==> config.mk <==
export PLATFORM = sky130hd
export DESIGN_NAME = disp_scan_mux_flat
export DESIGN_NICKNAME = d
export VERILOG_FILES = /design/src/rtl/disp_pkg.sv /design/src/rtl/disp_scan_mux_if.sv /design/src/rtl/disp_tick_gen.sv /design/src/rtl/disp_scan_mux.sv /design/src/flat_wrapper.sv
export SDC_FILE = /design/constraint.sdc
export NUM_CORES = 1
export LEC_CHECK = 0
export ABC_AREA = 1
export BUFFER_PORTS_ARGS = -buffer_cell sky130_fd_sc_hd__buf_2
export CORE_UTILIZATION = 35
export CTS_BUF_LIST = sky130_fd_sc_hd__clkbuf_16
export DETAILED_ROUTE_END_ITERATION = 6
export PLACE_DENSITY = 0.63
export SLEW_MARGIN = 20
export SYNTH_ARGS = -nofsm -noshare
export SYNTH_HDL_FRONTEND = slang
export SYNTH_SLANG_ARGS = --single-unit
==> constraint.sdc <==
create_clock -name clk -period 2.3 [get_ports clk]
set_clock_uncertainty 0.1 [all_clocks]
set_input_delay 0.115 -clock clk [delete_from_list [all_inputs] [get_ports clk]]
set_output_delay 0.115 -clock clk [all_outputs]
set_load 0.05 [all_outputs]
==> src/rtl/disp_pkg.sv <==
// -----------------------------------------------------------------------------
// disp_pkg
// Shared constants, types and helpers for the multiplexed display scanner.
// No ports; imported by the interface, the prescaler and the top.
// -----------------------------------------------------------------------------
package disp_pkg;

    localparam int unsigned NUM_DIGITS = 4;
    localparam int unsigned NIB_W      = 4;
    localparam int unsigned VAL_W      = NUM_DIGITS * NIB_W;

    // All anodes dark (active-low enables)
    localparam logic [NUM_DIGITS-1:0] ANODE_OFF = 4'b1111;

    typedef logic [1:0]         digit_idx_t;
    typedef logic [NIB_W-1:0]   nibble_t;
    typedef logic [VAL_W-1:0]   disp_val_t;

    // Active-low one-cold anode pattern for a digit index
    function automatic logic [NUM_DIGITS-1:0] anode_sel(input digit_idx_t idx);
        return ~(NUM_DIGITS'(1) << idx);
    endfunction

endpackage

==> src/rtl/disp_scan_mux_if.sv <==
// -----------------------------------------------------------------------------
// disp_scan_mux_if
// Groups the value/control inputs and display-drive outputs of disp_scan_mux.
//   value_in    : four hex digits, digit 0 in [3:0]
//   load        : one-cycle capture strobe for value_in
//   dp_in       : per-digit decimal point request (1 = lit)
//   lz_en       : leading-zero suppression enable
//   nib         : nibble for the external 7-segment decoder
//   an_n        : active-low anode enables
//   dp_n        : active-low decimal point
//   frame_start : pulse when the scan returns to digit 0
//   pending     : a loaded value is waiting for the frame boundary
// master = producer of value/control, slave = scanner.
// -----------------------------------------------------------------------------
interface disp_scan_mux_if;
    import disp_pkg::*;

    disp_val_t               value_in;
    logic                    load;
    logic [NUM_DIGITS-1:0]   dp_in;
    logic                    lz_en;
    nibble_t                 nib;
    logic [NUM_DIGITS-1:0]   an_n;
    logic                    dp_n;
    logic                    frame_start;
    logic                    pending;

    modport master (
        output value_in, load, dp_in, lz_en,
        input  nib, an_n, dp_n, frame_start, pending
    );

    modport slave (
        input  value_in, load, dp_in, lz_en,
        output nib, an_n, dp_n, frame_start, pending
    );

endinterface

==> src/rtl/disp_tick_gen.sv <==
// -----------------------------------------------------------------------------
// disp_tick_gen
// Slot prescaler: counts 0..DIV-1 and wraps; tick marks the last slot cycle.
//   clk, rst_n : clock, async active-low reset
//   cnt_o      : registered slot-cycle counter
//   tick_c_o   : combinational, 1 when cnt_o == DIV-1
// -----------------------------------------------------------------------------
module disp_tick_gen #(
    parameter int unsigned DIV = 50000
) (
    input  logic                    clk,
    input  logic                    rst_n,
    output logic [$clog2(DIV)-1:0]  cnt_o,
    output logic                    tick_c_o
);

    localparam int unsigned CNT_W = $clog2(DIV);

    logic [CNT_W-1:0] cnt_q;
    logic [CNT_W-1:0] cnt_d;

    assign tick_c_o = (cnt_q == CNT_W'(DIV - 1));

    // Wrap to zero after the last slot cycle
    always_comb begin
        cnt_d = cnt_q + CNT_W'(1);
        if (tick_c_o) begin
            cnt_d = '0;
        end
    end

    always_ff @(posedge clk or negedge rst_n) begin
        if (!rst_n) begin
            cnt_q <= '0;
        end else begin
            cnt_q <= cnt_d;
        end
    end

    assign cnt_o = cnt_q;

endmodule

==> src/rtl/disp_scan_mux.sv <==
// -----------------------------------------------------------------------------
// disp_scan_mux
// Time-multiplexed scanner for a 4-digit common-anode display. Loaded values
// are held in a pending buffer and committed only at the frame boundary so a
// frame never shows a mix of old and new digits. Each slot starts with BLANK
// dark cycles to avoid ghosting between digits.
//   clk, rst_n : clock, async active-low reset
//   bus        : disp_scan_mux_if.slave (value/control in, display drive out)
// -----------------------------------------------------------------------------
module disp_scan_mux
    import disp_pkg::*;
#(
    parameter int unsigned DIV   = 50000,
    parameter int unsigned BLANK = 16
) (
    input  logic              clk,
    input  logic              rst_n,
    disp_scan_mux_if.slave    bus
);

    localparam int unsigned CNT_W = $clog2(DIV);

    logic [CNT_W-1:0]       cnt;
    logic                   tick;

    digit_idx_t             idx_q,         idx_d;
    disp_val_t              pend_q,        pend_d;
    logic                   pending_q,     pending_d;
    disp_val_t              disp_val_q,    disp_val_d;
    nibble_t                nib_q,         nib_d;
    logic [NUM_DIGITS-1:0]  an_n_q,        an_n_d;
    logic                   dp_n_q,        dp_n_d;
    logic                   frame_start_q, frame_start_d;

    logic                   boundary_c;
    disp_val_t              upper_c;
    logic                   blank_c;
    logic                   lit_c;

    disp_tick_gen #(
        .DIV (DIV)
    ) u_tick_gen (
        .clk      (clk),
        .rst_n    (rst_n),
        .cnt_o    (cnt),
        .tick_c_o (tick)
    );

    // Last cycle of digit 3 closes the frame
    assign boundary_c = tick && (idx_q == digit_idx_t'(NUM_DIGITS - 1));

    // Nibbles from the current digit upward; all zero means a leading zero
    assign upper_c = disp_val_q >> {idx_q, 2'b00};
    assign blank_c = bus.lz_en && (idx_q != '0) && (upper_c == '0);
    assign lit_c   = (cnt >= CNT_W'(BLANK)) && !blank_c;

    // Next-state: digit index, double-buffered value, registered drive
    always_comb begin
        idx_d         = idx_q;
        pend_d        = pend_q;
        pending_d     = pending_q;
        disp_val_d    = disp_val_q;
        frame_start_d = boundary_c;

        if (tick) begin
            idx_d = idx_q + digit_idx_t'(1);
        end

        if (boundary_c) begin
            // A load landing on the boundary bypasses the buffer
            if (bus.load) begin
                disp_val_d = bus.value_in;
                pending_d  = 1'b0;
            end else if (pending_q) begin
                disp_val_d = pend_q;
                pending_d  = 1'b0;
            end
        end else if (bus.load) begin
            pend_d    = bus.value_in;
            pending_d = 1'b1;
        end

        nib_d  = disp_val_q[{idx_q, 2'b00} +: NIB_W];
        an_n_d = lit_c ? anode_sel(idx_q) : ANODE_OFF;
        dp_n_d = !(lit_c && bus.dp_in[idx_q]);
    end

    always_ff @(posedge clk or negedge rst_n) begin
        if (!rst_n) begin
            idx_q         <= '0;
            pend_q        <= '0;
            pending_q     <= 1'b0;
            disp_val_q    <= '0;
            nib_q         <= '0;
            an_n_q        <= ANODE_OFF;
            dp_n_q        <= 1'b1;
            frame_start_q <= 1'b0;
        end else begin
            idx_q         <= idx_d;
            pend_q        <= pend_d;
            pending_q     <= pending_d;
            disp_val_q    <= disp_val_d;
            nib_q         <= nib_d;
            an_n_q        <= an_n_d;
            dp_n_q        <= dp_n_d;
            frame_start_q <= frame_start_d;
        end
    end

    assign bus.nib         = nib_q;
    assign bus.an_n        = an_n_q;
    assign bus.dp_n        = dp_n_q;
    assign bus.frame_start = frame_start_q;
    assign bus.pending     = pending_q;

endmodule

==> src/flat_wrapper.sv <==
// flat-port wrapper written by rule: the top's interface ports become plain ports
module disp_scan_mux_flat import disp_pkg::*;
#(
    parameter int unsigned DIV   = 50000,
    parameter int unsigned BLANK = 16
)
  (clk, rst_n, bus_value_in, bus_load, bus_dp_in, bus_lz_en, bus_nib, bus_an_n, bus_dp_n, bus_frame_start, bus_pending);
  disp_scan_mux_if bus_i ();
  input  logic clk;
  input  logic rst_n;
  input wire logic [$bits(bus_i.value_in)-1:0] bus_value_in;
  input wire logic [$bits(bus_i.load)-1:0] bus_load;
  input wire logic [$bits(bus_i.dp_in)-1:0] bus_dp_in;
  input wire logic [$bits(bus_i.lz_en)-1:0] bus_lz_en;
  output wire logic [$bits(bus_i.nib)-1:0] bus_nib;
  output wire logic [$bits(bus_i.an_n)-1:0] bus_an_n;
  output wire logic [$bits(bus_i.dp_n)-1:0] bus_dp_n;
  output wire logic [$bits(bus_i.frame_start)-1:0] bus_frame_start;
  output wire logic [$bits(bus_i.pending)-1:0] bus_pending;
  assign bus_i.value_in = bus_value_in;
  assign bus_i.load = bus_load;
  assign bus_i.dp_in = bus_dp_in;
  assign bus_i.lz_en = bus_lz_en;
  assign bus_nib = bus_i.nib;
  assign bus_an_n = bus_i.an_n;
  assign bus_dp_n = bus_i.dp_n;
  assign bus_frame_start = bus_i.frame_start;
  assign bus_pending = bus_i.pending;
  disp_scan_mux #(.DIV(DIV), .BLANK(BLANK)) u_core (.clk(clk), .rst_n(rst_n), .bus(bus_i));
endmodule
==> metrics, run 1 <==
status=finished, final reports clean; CTS tree=done; initial DRC count=approximately 200; layout cell share with drive strength beyond 1=0.1547; largest area contributor in the netlist=dfrtp_1; leak pwr=1.945 nW; synth warn=0; DRT Pass-1 Iters=4; clock root cell=clkbuf_16; gr ovfl total=0; Setup crit start kind=register; reg-to-reg endpoint=u_core.bus.an_n[0]$_DFF_PN1_; ys flop type=dfrtp_1; Total GRT Usage=0.1596; WL/cell=between 10 and 15 µm; Cell Pwr Density=746.2 mW/mm²; dpl hpwl=4365 µm; FF-to-FF Start=u_core.idx_q[1]$_DFFE_PN0N_; R2R cell count=9; routed vias/inst=~4.7; Avg Cell Area, Syn=between 7 and 8 µm²; cell count after synthesis=387; synthesized net count=417; Post-Route WL=6314 µm; Rel. slew slack=0.4942; Die Width=roughly 95 µm; Worst path max stage delay=approximately 0.52 ns; largest net degree at the start of global routing=62; Max H-tree Level=3; post_cts resized=0; clock-pin slew on the worst setup and hold paths=0.05 ns; Slew @ Worst Pin=~0.76 ns; hold depth=4; Area Overhead vs Synth=25.04%; period utilization=0.8110; initial antenna violation count=0; Final Hold Vio Count=0; # diodes=0; core area=~0.0083 mm²; critical path class=reg2reg; min cycle time layout=1.865 ns; Starting Density=0.3666; final setup fails=0; R2R Setup Slk=0.43 ns; remaining antenna violation count=0; Die Area=between 0.009 and 0.01 mm²; EDFF count, synth=0; peak supply drop=~0.00034 V; num ports=35; cts bufs inserted=9; CP max-delay cell=dfrtp_1; crit path cell chain=clkinv_1 > ha_1 > inv_1 > nand2_1 > nor2_1 > nand2_1 > nor2_1 > nand2_1 > nand3_1; Die Height=95.47 µm; IO buf count=34; Pwr Total=about 0.0029 W; Slew Limit Fails=0; RSZ-0062 raised after global routing=no; critical path required time=2.45 ns; Worst Path Max Fanout=9; sequential area share after synthesis=0.5012; clock sinks=between 60 and 70; Clock Path Buffers=2; routed via count=~2600; Yosys top cell area share=0.4583; fmax=536.1 MHz; Final TNS setup=0 ns; number of max-cap violations=0; asr flop ratio synth=1.000; Crit. End Element=register; number of synthesized register bits=61; Placer Congestion=0.8547; Final #Nets=471; synth unique cells=35; Remaining DRCs=0; first-pass GRT wire length=11160 µm; clk_lat worst skew=0.32 ns; Post-Syn Area=0.003058 mm²; Crit path arrival time=2.02 ns; worst hold endpoint=u_core.bus.dp_n$_DFF_PN1_; WHS=0.02200 ns; min-delay src=bus_dp_in[0]; vias in the first global route=roughly 2400; Synth area leaders=dfrtp_1, nand2_1, nor2_1; FP Rows=33; Hold Crit Class=in2reg; Fill cells=810; cell mode on critical path=nand2_1
-- Yosys cell counts (all sizes together) (2+ instances only) --
master / number
nand2: 123
dfrtp: 56
nor2: 52
inv: 43
o21ai: 26
nand3: 20
a21oi: 18
buf: 10
xor2: 7
ha: 6
dfstp: 5
nor3: 5
nand4: 4
clkinv: 3
and2: 2
-- logic make-up after synthesis --
logic type / synth area share
and+or+nand+nor: 0.2954
DFF: 0.5012
AOI/OAI and AO/OA: 0.07652
xor gates and xnor gates: 0.02291
adders and majority gates: 0.02455
buffers and inverters: 0.07937
-- how the worst max path moves through the flow --
| stage | startpoint | endpoint | cells past startpoint | slack [ns] |
|---|---|---|---|---|
| floorplan | u_core.u_tick_gen.cnt_o[0]$_DFF_PN0_ | u_core.disp_val_q[12]$_DFFE_PN0P_ | 11 | 0.71 |
| global placement | u_core.idx_q[1]$_DFFE_PN0N_ | u_core.bus.an_n[0]$_DFF_PN1_ | 9 | 0.47 |
| detailed placement | u_core.idx_q[1]$_DFFE_PN0N_ | u_core.bus.an_n[0]$_DFF_PN1_ | 9 | 0.47 |
| CTS | u_core.idx_q[1]$_DFFE_PN0N_ | u_core.bus.an_n[0]$_DFF_PN1_ | 9 | 0.44 |
| global route | u_core.idx_q[1]$_DFFE_PN0N_ | u_core.bus.an_n[0]$_DFF_PN1_ | 9 | 0.27 |
| finish | u_core.idx_q[1]$_DFFE_PN0N_ | u_core.bus.an_n[0]$_DFF_PN1_ | 9 | 0.43 |
-- through the flow --
| stage | std cells | setup WS [ns] | util | area [µm²] |
|---|---|---|---|---|
| detailed placement | 518 | 0.4688 | 0.3974 | 3314 |
| global placement | 518 | 0.4659 | 0.3974 | 3314 |
| CTS | 551 | 0.4416 | 0.4584 | 3824 |
| global route | 551 | 0.2723 | 0.4584 | 3824 |
| finish | 551 | 0.4346 | 0.4584 | 3824 |
| floorplan | 387 | 0.7061 | - | 3058 |
-- sequential cells by signal, indices dropped and copies added (netlist names) --
signal                   flops
u_core.bus.pending           1
u_core.pend_q               16
u_core.bus.nib               4
u_core.bus.frame_start       1
u_core.disp_val_q           16
u_core.u_tick_gen.cnt_o     16
u_core.bus.dp_n              1
u_core.bus.an_n              4
u_core.idx_q                 2
-- final cells by class --
class | count | area, µm² | share of cell area
multi-input combinational | 269 | 1282 | 0.3354
sequential | 61 | 1533 | 0.4009
clock buffer | 9 | 225.2 | 0.05890
timing repair buffer | 54 | 362.8 | 0.09490
tap | 105 | 131.4 | 0.03436
inverter | 46 | 175.2 | 0.04581
clock inverter | 7 | 113.9 | 0.02978
-- placed cells by master, fill, tap and decap left out, types with 3 or more instances in the layout --
| cell | n |
|---|---|
| a21oi_1 | 18 |
| buf_2 | 34 |
| buf_4 | 3 |
| bufinv_16 | 3 |
| clkbuf_16 | 9 |
| clkinv_1 | 3 |
| dfrtp_1 | 56 |
| dfstp_2 | 5 |
| dlygate4sd3_1 | 17 |
| ha_1 | 6 |
| inv_1 | 42 |
| nand2_1 | 119 |
| nand3_1 | 18 |
| nand4_1 | 4 |
| nor2_1 | 49 |
| nor3_1 | 5 |
| o21ai_0 | 23 |
| o21ai_1 | 3 |
| xor2_1 | 7 |
-- critical path, delay by kind of cell, from the launching register on --
| kind | cells | cell delay [ns] |
|---|---|---|
| flip-flops | 1 | 0.52 |
| AND/OR/NAND/NOR | 6 | 0.52 |
| buffers and inverters | 2 | 0.37 |
| adder cells (fa/ha/maj) | 1 | 0.29 |
-- timing repair --
item                      in CTS  in global routing
hold buffers                  17                  0
hold endpoints to repair      72                  0
buffers inserted               0                  0
-- per-layer routing --
| metal | vias to the layer above | part of all wire | GRT usage |
|---|---|---|---|
| li1 | 1309 | - | - |
| met2 | 76 | 0.48 | 0.2577 |
| met1 | 1176 | 0.47 | 0.2054 |
| met4 | 0 | 0.0081 | 0.05224 |
| met3 | 6 | 0.045 | 0.04545 |
| met5 | - | 0 | 0 |
-- power by group --
group          switching [W]  leakage, nW  internal, W
sequential         0.0000271        0.769      0.00112
clock               0.000468        0.161      0.00105
combinational       0.000110         1.02    0.0000770
Power figures use the tool's default switching activity.
==> run 2, diff against run 1 <==
--- a/config.mk
+++ b/config.mk
@@ -5,12 +5,12 @@
 export SDC_FILE = /design/constraint.sdc
 export NUM_CORES = 1
 export LEC_CHECK = 0
-export ABC_AREA = 1
+export ABC_AREA = 0
 export BUFFER_PORTS_ARGS = -buffer_cell sky130_fd_sc_hd__buf_2
 export CORE_UTILIZATION = 35
 export CTS_BUF_LIST = sky130_fd_sc_hd__clkbuf_16
 export DETAILED_ROUTE_END_ITERATION = 6
-export PLACE_DENSITY = 0.63
+export PLACE_DENSITY = 0.66
 export SLEW_MARGIN = 20
 export SYNTH_ARGS = -nofsm -noshare
 export SYNTH_HDL_FRONTEND = slang
==> constraint.sdc (replaced) <==
create_clock -name clk -period 1.7 [get_ports clk]
set_clock_uncertainty 0.1 [all_clocks]
set_input_delay 0.085 -clock clk [delete_from_list [all_inputs] [get_ports clk]]
set_output_delay 0.085 -clock clk [all_outputs]
set_load 0.05 [all_outputs]
==> metrics, run 2 <==
CP Buf/Inv Count=3 (+1); clock sinks=61 (unchanged); IO buf count=34 (unchanged); core area=0.007767 mm² (-6.9%); Pwr Total=0.003308 W (+16%); most numerous cell in the Yosys netlist=dfrtp_1; clock-pin slew on the worst setup and hold paths=0.05 ns (about the same); gr ovfl total=0 (unchanged); most common library cells after synthesis=dfrtp_1, nand2_1, mux2i_1, nor2_1, o21ai_1; most common cell after layout, fill and taps aside=dfrtp_1; critical path depth=8 (-1); period utilization=1.213 (+0.4016); clk_lat worst skew=0.33 ns (about the same); Synth area leaders=dfrtp_1, mux2i_1, mux2_4; Crit path arrival time=2.17 ns (+0.15 ns); Remaining DRCs=0 (unchanged); synth warn=0 (unchanged); fmax=485.1 MHz (-9.5%); critical path class=reg2reg; initial antenna violation count=0 (unchanged); Avg Cell Area, Syn=12.07 µm² (+53%); Placer Congestion=0.7668 (-10%); Setup crit start kind=register; crit path cell chain=or4_4 > nor4_4 > buf_4 > nand4b_1 > buf_6 > clkbuf_16 > nand2_2 > o21ai_1; Worst Path Max Fanout=8 (-1); Crit. End Element=register; DRT Pass-1 Iters=4 (unchanged); Slew Limit Fails=0 (unchanged); min cycle time layout=2.061 ns (+0.1961 ns); RSZ-0062 raised after global routing=yes; hold depth=3 (-1); # diodes=0 (unchanged); Clock Path Buffers=2 (unchanged); final setup fails=50 (+50); Final #Nets=356 (-24%); R2R cell count=8 (-1); Post-Syn Area=0.002825 mm² (-7.6%); Die Width=91.85 µm (-3.8%); synthesized net count=264 (-37%); DP Worst Slack=-0.4116 ns (-0.8804 ns); synth unique cells=33 (-5.7%); number of synthesized register bits=61 (unchanged); remaining antenna violation count=0 (unchanged); Max H-tree Level=3 (unchanged); routed vias/inst=4.836 (+3.8%); number of max-cap violations=0 (unchanged); Rel. slew slack=0.6383 (+0.1441); WL/cell=14.77 µm (+29%); Fill cells=666 (-18%); ys flop type=dfrtp_1; critical path required time=1.81 ns (-0.64 ns); FP Rows=32 (-3.0%); initial DRC count=73 (-63%); dpl hpwl=4056 µm (-7.1%); Cell Pwr Density=809.6 mW/mm² (+8.5%); leak pwr=1.886 nW (-3.0%); vias in the first global route=2047 (-14%); asr flop ratio synth=1.000 (unchanged); largest net degree at the start of global routing=33 (-47%); final core occ=0.5261 (+0.06765); violated checks=setup timing; Total GRT Usage=0.1507 (-0.008912); peak supply drop=0.0005765 V (+71%); Die Area=0.008436 mm² (-7.4%); layout cell share with drive strength beyond 1=0.4804 (+0.3257); WHS=0.04978 ns (+0.02778 ns); EDFF count, synth=0 (unchanged); sequential area share after synthesis=0.5425 (+0.04129); Area Overhead vs Synth=44.64%; Post-Route WL=6394 µm (+1.3%); largest area contributor in the netlist=dfrtp_1; CP max-delay cell=or4_4; cts bufs inserted=9 (unchanged); Starting Density=0.3637 (-0.002912); first-pass GRT wire length=9680 µm (-13%); num ports=35 (unchanged); Yosys top cell area share=0.4960 (+0.03775); Die Height=91.85 µm (-3.8%); Final Hold Vio Count=0 (unchanged); cell count after synthesis=234 (-40%); clock root cell=clkbuf_16; Final WS setup=-0.3615 ns (-0.7961 ns); most frequent cells in the layout=dfrtp_1, buf_2, buf_4; Hold Crit Class=in2reg; critical path's top delay family=simple AND/OR/NAND/NOR gates; Worst path max stage delay=0.54 ns (+0.02 ns); CTS tree=done; status=finished, violations left; routed via count=2094 (-18%); Slew @ Worst Pin=0.5376 ns (-0.2211 ns)
run 2: logic make-up (layout without fill, tap and decap cells):
family	after synthesis	count (layout)	share of synthesized area
AOI/OAI and AO/OA	20	20	0.03765
xor gates and xnor gates	15	15	0.04650
adders and majority gates	6	6	0.02657
buffers and inverters	16	112	0.02834
DFF	61	61	0.5425
muxes	38	38	0.1771
and+or+nand+nor	78	79	0.1413
run 2: final timing paths:
path | from | endpoint | slack [ns]
setup / recovery | u_core.u_tick_gen.cnt_o[10]$_DFF_PN0_ | u_core.disp_val_q[14]$_DFFE_PN0P_ | -0.36
hold / removal | bus_dp_in[0] | u_core.bus.dp_n$_DFF_PN1_ | 0.05
setup reg to reg | u_core.u_tick_gen.cnt_o[10]$_DFF_PN0_ | u_core.disp_val_q[14]$_DFFE_PN0P_ | -0.36
hold reg to reg | u_core.pend_q[3]$_DFFE_PN0P_ | u_core.pend_q[3]$_DFFE_PN0P_ | 0.40
max in group asynchronous | rst_n | u_core.bus.dp_n$_DFF_PN1_ | 0.76
min in group asynchronous | rst_n | u_core.u_tick_gen.cnt_o[12]$_DFF_PN0_ | 0.14
run 2: timing repair:
| item | CTS | global route |
|---|---|---|
| pin swaps | 6 | 18 |
| hold endpoints to repair | 81 | 0 |
| resized for setup | 13 | 51 |
| hold buffers | 17 | 0 |
| cloned | 1 | 3 |
| setup buffers | 2 | 2 |
| setup endpoints to repair | 50 | 51 |
run 2: final cells by class:
| type | count | area [µm²] | share of cell area |
|---|---|---|---|
| inverter | 7 | 26.28 | 0.006430 |
| sequential | 61 | 1533 | 0.3751 |
| clock inverter | 7 | 33.78 | 0.008267 |
| tap | 102 | 127.6 | 0.03123 |
| timing repair buffer | 89 | 713.2 | 0.1745 |
| multi-input combinational | 158 | 1428 | 0.3494 |
| clock buffer | 9 | 225.2 | 0.05511 |
run 2: routing by layer:
| metal | track usage | part of all wire | vias up |
|---|---|---|---|
| met5 | 0 | 0 | - |
| li1 | - | - | 1008 |
| met2 | 0.2282 | 0.48 | 60 |
| met1 | 0.2006 | 0.44 | 1014 |
| met4 | 0.08594 | 0.024 | 0 |
| met3 | 0.03068 | 0.048 | 12 |
run 2: power breakdown:
part	total [W]	internal (W)	leakage [nW]	switching (W)
sequential	0.00152	0.00150	0.779	0.0000213
clock	0.00157	0.000959	0.131	0.000608
combinational	0.000225	0.000127	0.976	0.0000981
total	0.00331	0.00258	1.89	0.000728
run 2: worst min-delay path: cells and delay by family:
family,cells,cell delay (ns)
mux,1,0.24
buf+inv,1,0.08
simple gates,1,0.07
run 2: per-stage QoR:
stage,TNS [ns],cell area (µm²),instances
floorplan,-10.16,2849,234
global placement,-11.99,3339,393
detailed placement,-13.63,3339,393
CTS,-11.69,3847,429
global route,-17.70,4086,433
finish,-13.05,4086,433
==> run 3, diff against run 2 <==
--- a/config.mk
+++ b/config.mk
@@ -14,4 +14,5 @@
 export SLEW_MARGIN = 20
 export SYNTH_ARGS = -nofsm -noshare
 export SYNTH_HDL_FRONTEND = slang
+export SYNTH_HIERARCHICAL = 1
 export SYNTH_SLANG_ARGS = --single-unit
==> metrics, run 3 <==
most common library cells after synthesis=dfrtp_1, nand2_1, o21ai_0, mux2i_1, mux2_2; final core occ=0.5701 (+0.04397); largest family of logic cells by synthesized area=multiplexers; most numerous cell in the Yosys netlist=dfrtp_1; gr ovfl total=0 (unchanged); hold depth=3 (unchanged); num ports=35 (unchanged); number of synthesized register bits=61 (unchanged); crit path cell chain=ha_2 > and3_4 > and4_1 > and2_4 > nor2b_4 > clkbuf_16 > mux2_4; leak pwr=2.053 nW (+8.8%); cell count after synthesis=221 (-5.6%); Crit path arrival time=2.10 ns (-0.07 ns); status=finished, violations left; most common cell after layout, fill and taps aside=dfrtp_1; final cell count without fillers=429 (-0.92%); Rel. slew slack=0.6561 (+0.01782); sequential area share after synthesis=0.5566 (+0.01405); Total GRT Usage=0.1762 (+0.02558); Remaining DRCs=0 (unchanged); critical path class=reg2reg; Post-Synth XOR/XNOR Area=0.04134 (-0.005156); Final #Nets=354 (-0.56%); Final Hold Vio Count=0 (unchanged); initial DRC count=134 (+84%); first-pass GRT wire length=11070 µm (+14%); Cell Pwr Density=882.6 mW/mm² (+9.0%); Yosys top cell area share=0.5089 (+0.01285); EDFF count, synth=0 (unchanged); Avg Cell Area, Syn=12.46 µm² (+3.2%); Placer Congestion=0.7786 (+1.5%); initial antenna violation count=0 (unchanged); remaining antenna violation count=0 (unchanged); min cycle time layout=1.988 ns (-0.07324 ns); WL/cell=16.81 µm (+14%); dpl hpwl=4093 µm (+0.92%); vias in the first global route=2261 (+10%); WHS=0.03983 ns (-0.009952 ns); routed via count=2141 (+2.2%); core area=0.007447 mm² (-4.1%); DP Worst Slack=-0.2978 ns (+0.1138 ns); ys flop type=dfrtp_1; Placed Cells=385 (-2.0%); Synth Area in Simple Gates=0.1263 (-0.01497); R2R Setup Slk=-0.29 ns (+0.07 ns); largest area contributor in the netlist=dfrtp_1; peak supply drop=0.0005843 V (+1.4%); clock-pin slew on the worst setup and hold paths=0.06 ns (about the same); synth warn=6 (+6); most frequent cells in the layout=dfrtp_1, buf_4, buf_2; Die Height=90.71 µm (-1.2%); Die Width=90.71 µm (-1.2%); Final WS setup=-0.2882 ns (+0.07324 ns); Fill cells=587 (-12%); fmax=503.0 MHz (+3.7%); clock sinks=61 (unchanged); compound-cell area share of the yosys netlist=0.05634 (+0.01869); reg-to-reg endpoint=u_core/pend_q[12]$_DFFE_PN0P_; largest net degree at the start of global routing=24 (-27%); layout cell share with drive strength beyond 1=0.5212 (+0.04085); synthesized net count=250 (-5.3%); Post-Route WL=7213 µm (+13%); number of max-cap violations=0 (unchanged); Post-Syn Area=0.002754 mm² (-2.5%); Setup crit start kind=register; worst hold endpoint=u_core/bus.dp_n$_DFF_PN1_; Slew Limit Fails=0 (unchanged); Area Overhead vs Synth=54.16%; Slew @ Worst Pin=0.5158 ns (-0.02178 ns); violated checks=setup timing; Max H-tree Level=3 (unchanged); # diodes=0 (unchanged); CP max-delay cell=dfrtp_1; Worst path max stage delay=0.39 ns (-0.15 ns); asr flop ratio synth=1.000 (unchanged); Synth Area in Adders=0.02272 (-0.003855); Clock Path Buffers=2 (unchanged); CTS tree=done; period utilization=1.170 (-0.04308); synth unique cells=37 (+12%); routed vias/inst=4.991 (+3.2%); IO buf count=34 (unchanged); min-delay src=bus_dp_in[3]; Starting Density=0.3698 (+0.006067); cts bufs inserted=9 (unchanged); Hold Crit Class=in2reg; DRT Pass-1 Iters=4 (unchanged); clk_lat worst skew=0.33 ns (about the same); final setup fails=37 (-26%); R2R cell count=7 (-1); post-synthesis mux area share=0.1708 (-0.006316); Die Area=0.008227 mm² (-2.5%); clock root cell=clkbuf_16; FP Rows=31 (-3.1%); Worst Path Max Fanout=8 (unchanged); critical path required time=1.81 ns (about the same); FF-to-FF Start=u_core/u_tick_gen/cnt_o[0]$_DFF_PN0_; RSZ-0062 raised after global routing=yes; Crit. End Element=register; Synth area leaders=dfrtp_1, mux2_2, mux2i_1
run 3: power breakdown:
group,switching [W],internal [W]
Combinational,0.000113,0.000144
Clock,0.000682,0.00129
Sequential,0.0000240,0.00149
run 3: worst max-delay path, delay by kind of cell (launching register included):
kind / cells / cell delay, ns
AND/OR/NAND/NOR: 4 / 0.67
buffers and inverters: 1 / 0.20
flip-flops: 1 / 0.39
multiplexers: 1 / 0.30
adder cells (fa/ha/maj): 1 / 0.20
run 3: what timing repair did:
item	4_1_cts	5_1_grt
resized for setup	32	48
buffers inserted	1	6
hold buffers	17	0
pin swaps	0	25
hold endpoints to repair	61	0
gates cloned	2	2
setup endpoints to repair	36	36
run 3: cells by family (layout without fill, tap and decap cells):
family | Yosys count | after routing
simple gates | 63 | 63
flops | 61 | 61
mux | 38 | 38
compound gates | 27 | 27
buf+inv | 14 | 123
xor+xnor | 13 | 13
fa+ha+maj | 5 | 5
run 3: worst max path at each step:
stage,startpoint,end,slack (ns),depth (start not counted)
2_1_floorplan,u_core/u_tick_gen/cnt_o[0]$_DFF_PN0_,u_core/pend_q[10]$_DFFE_PN0P_,-0.49,10
4_1_cts,u_core/idx_q[0]$_DFFE_PN0P_,u_core/bus.an_n[2]$_DFF_PN1_,-0.24,3
5_1_grt,u_core/disp_val_q[12]$_DFFE_PN0P_,u_core/bus.an_n[2]$_DFF_PN1_,-0.40,5
3_5_place_dp,u_core/idx_q[0]$_DFFE_PN0P_,u_core/bus.an_n[2]$_DFF_PN1_,-0.30,3
3_3_place_gp,u_core/idx_q[0]$_DFFE_PN0P_,u_core/bus.an_n[2]$_DFF_PN1_,-0.29,3
6_report,u_core/u_tick_gen/cnt_o[0]$_DFF_PN0_,u_core/pend_q[12]$_DFFE_PN0P_,-0.29,7
run 3: metal layers:
| metal | GRT usage | vias up | part of all wire |
|---|---|---|---|
| li1 | - | 1008 | - |
| met1 | 0.2196 | 1058 | 0.45 |
| met2 | 0.2753 | 65 | 0.49 |
| met3 | 0.04714 | 10 | 0.048 |
| met4 | 0.1008 | 0 | 0.018 |
| met5 | 0 | - | 0 |
run 3: through the flow:
step | setup TNS, ns | instance area (µm²) | total power, W
after floorplan | -12.22 | 2816 | 0.001643
after global placement | -5.662 | 3386 | 0.001731
after detailed placement | -5.417 | 3386 | 0.001736
after CTS | -5.478 | 3999 | 0.003760
after global routing | -10.52 | 4245 | 0.003886
final | -7.719 | 4245 | 0.003747
run 3: layout make-up:
type                            instances  area, µm²  area share
Sequential cell                        61       1534      0.3613
Multi-Input combinational cell        146       1413      0.3327
Inverter                                3      11.26    0.002653
Clock inverter                          7      98.84     0.02328
Timing Repair Buffer                  104      839.6      0.1978
Clock buffer                            9      225.2     0.05305
Tap cell                               99      123.9     0.02918
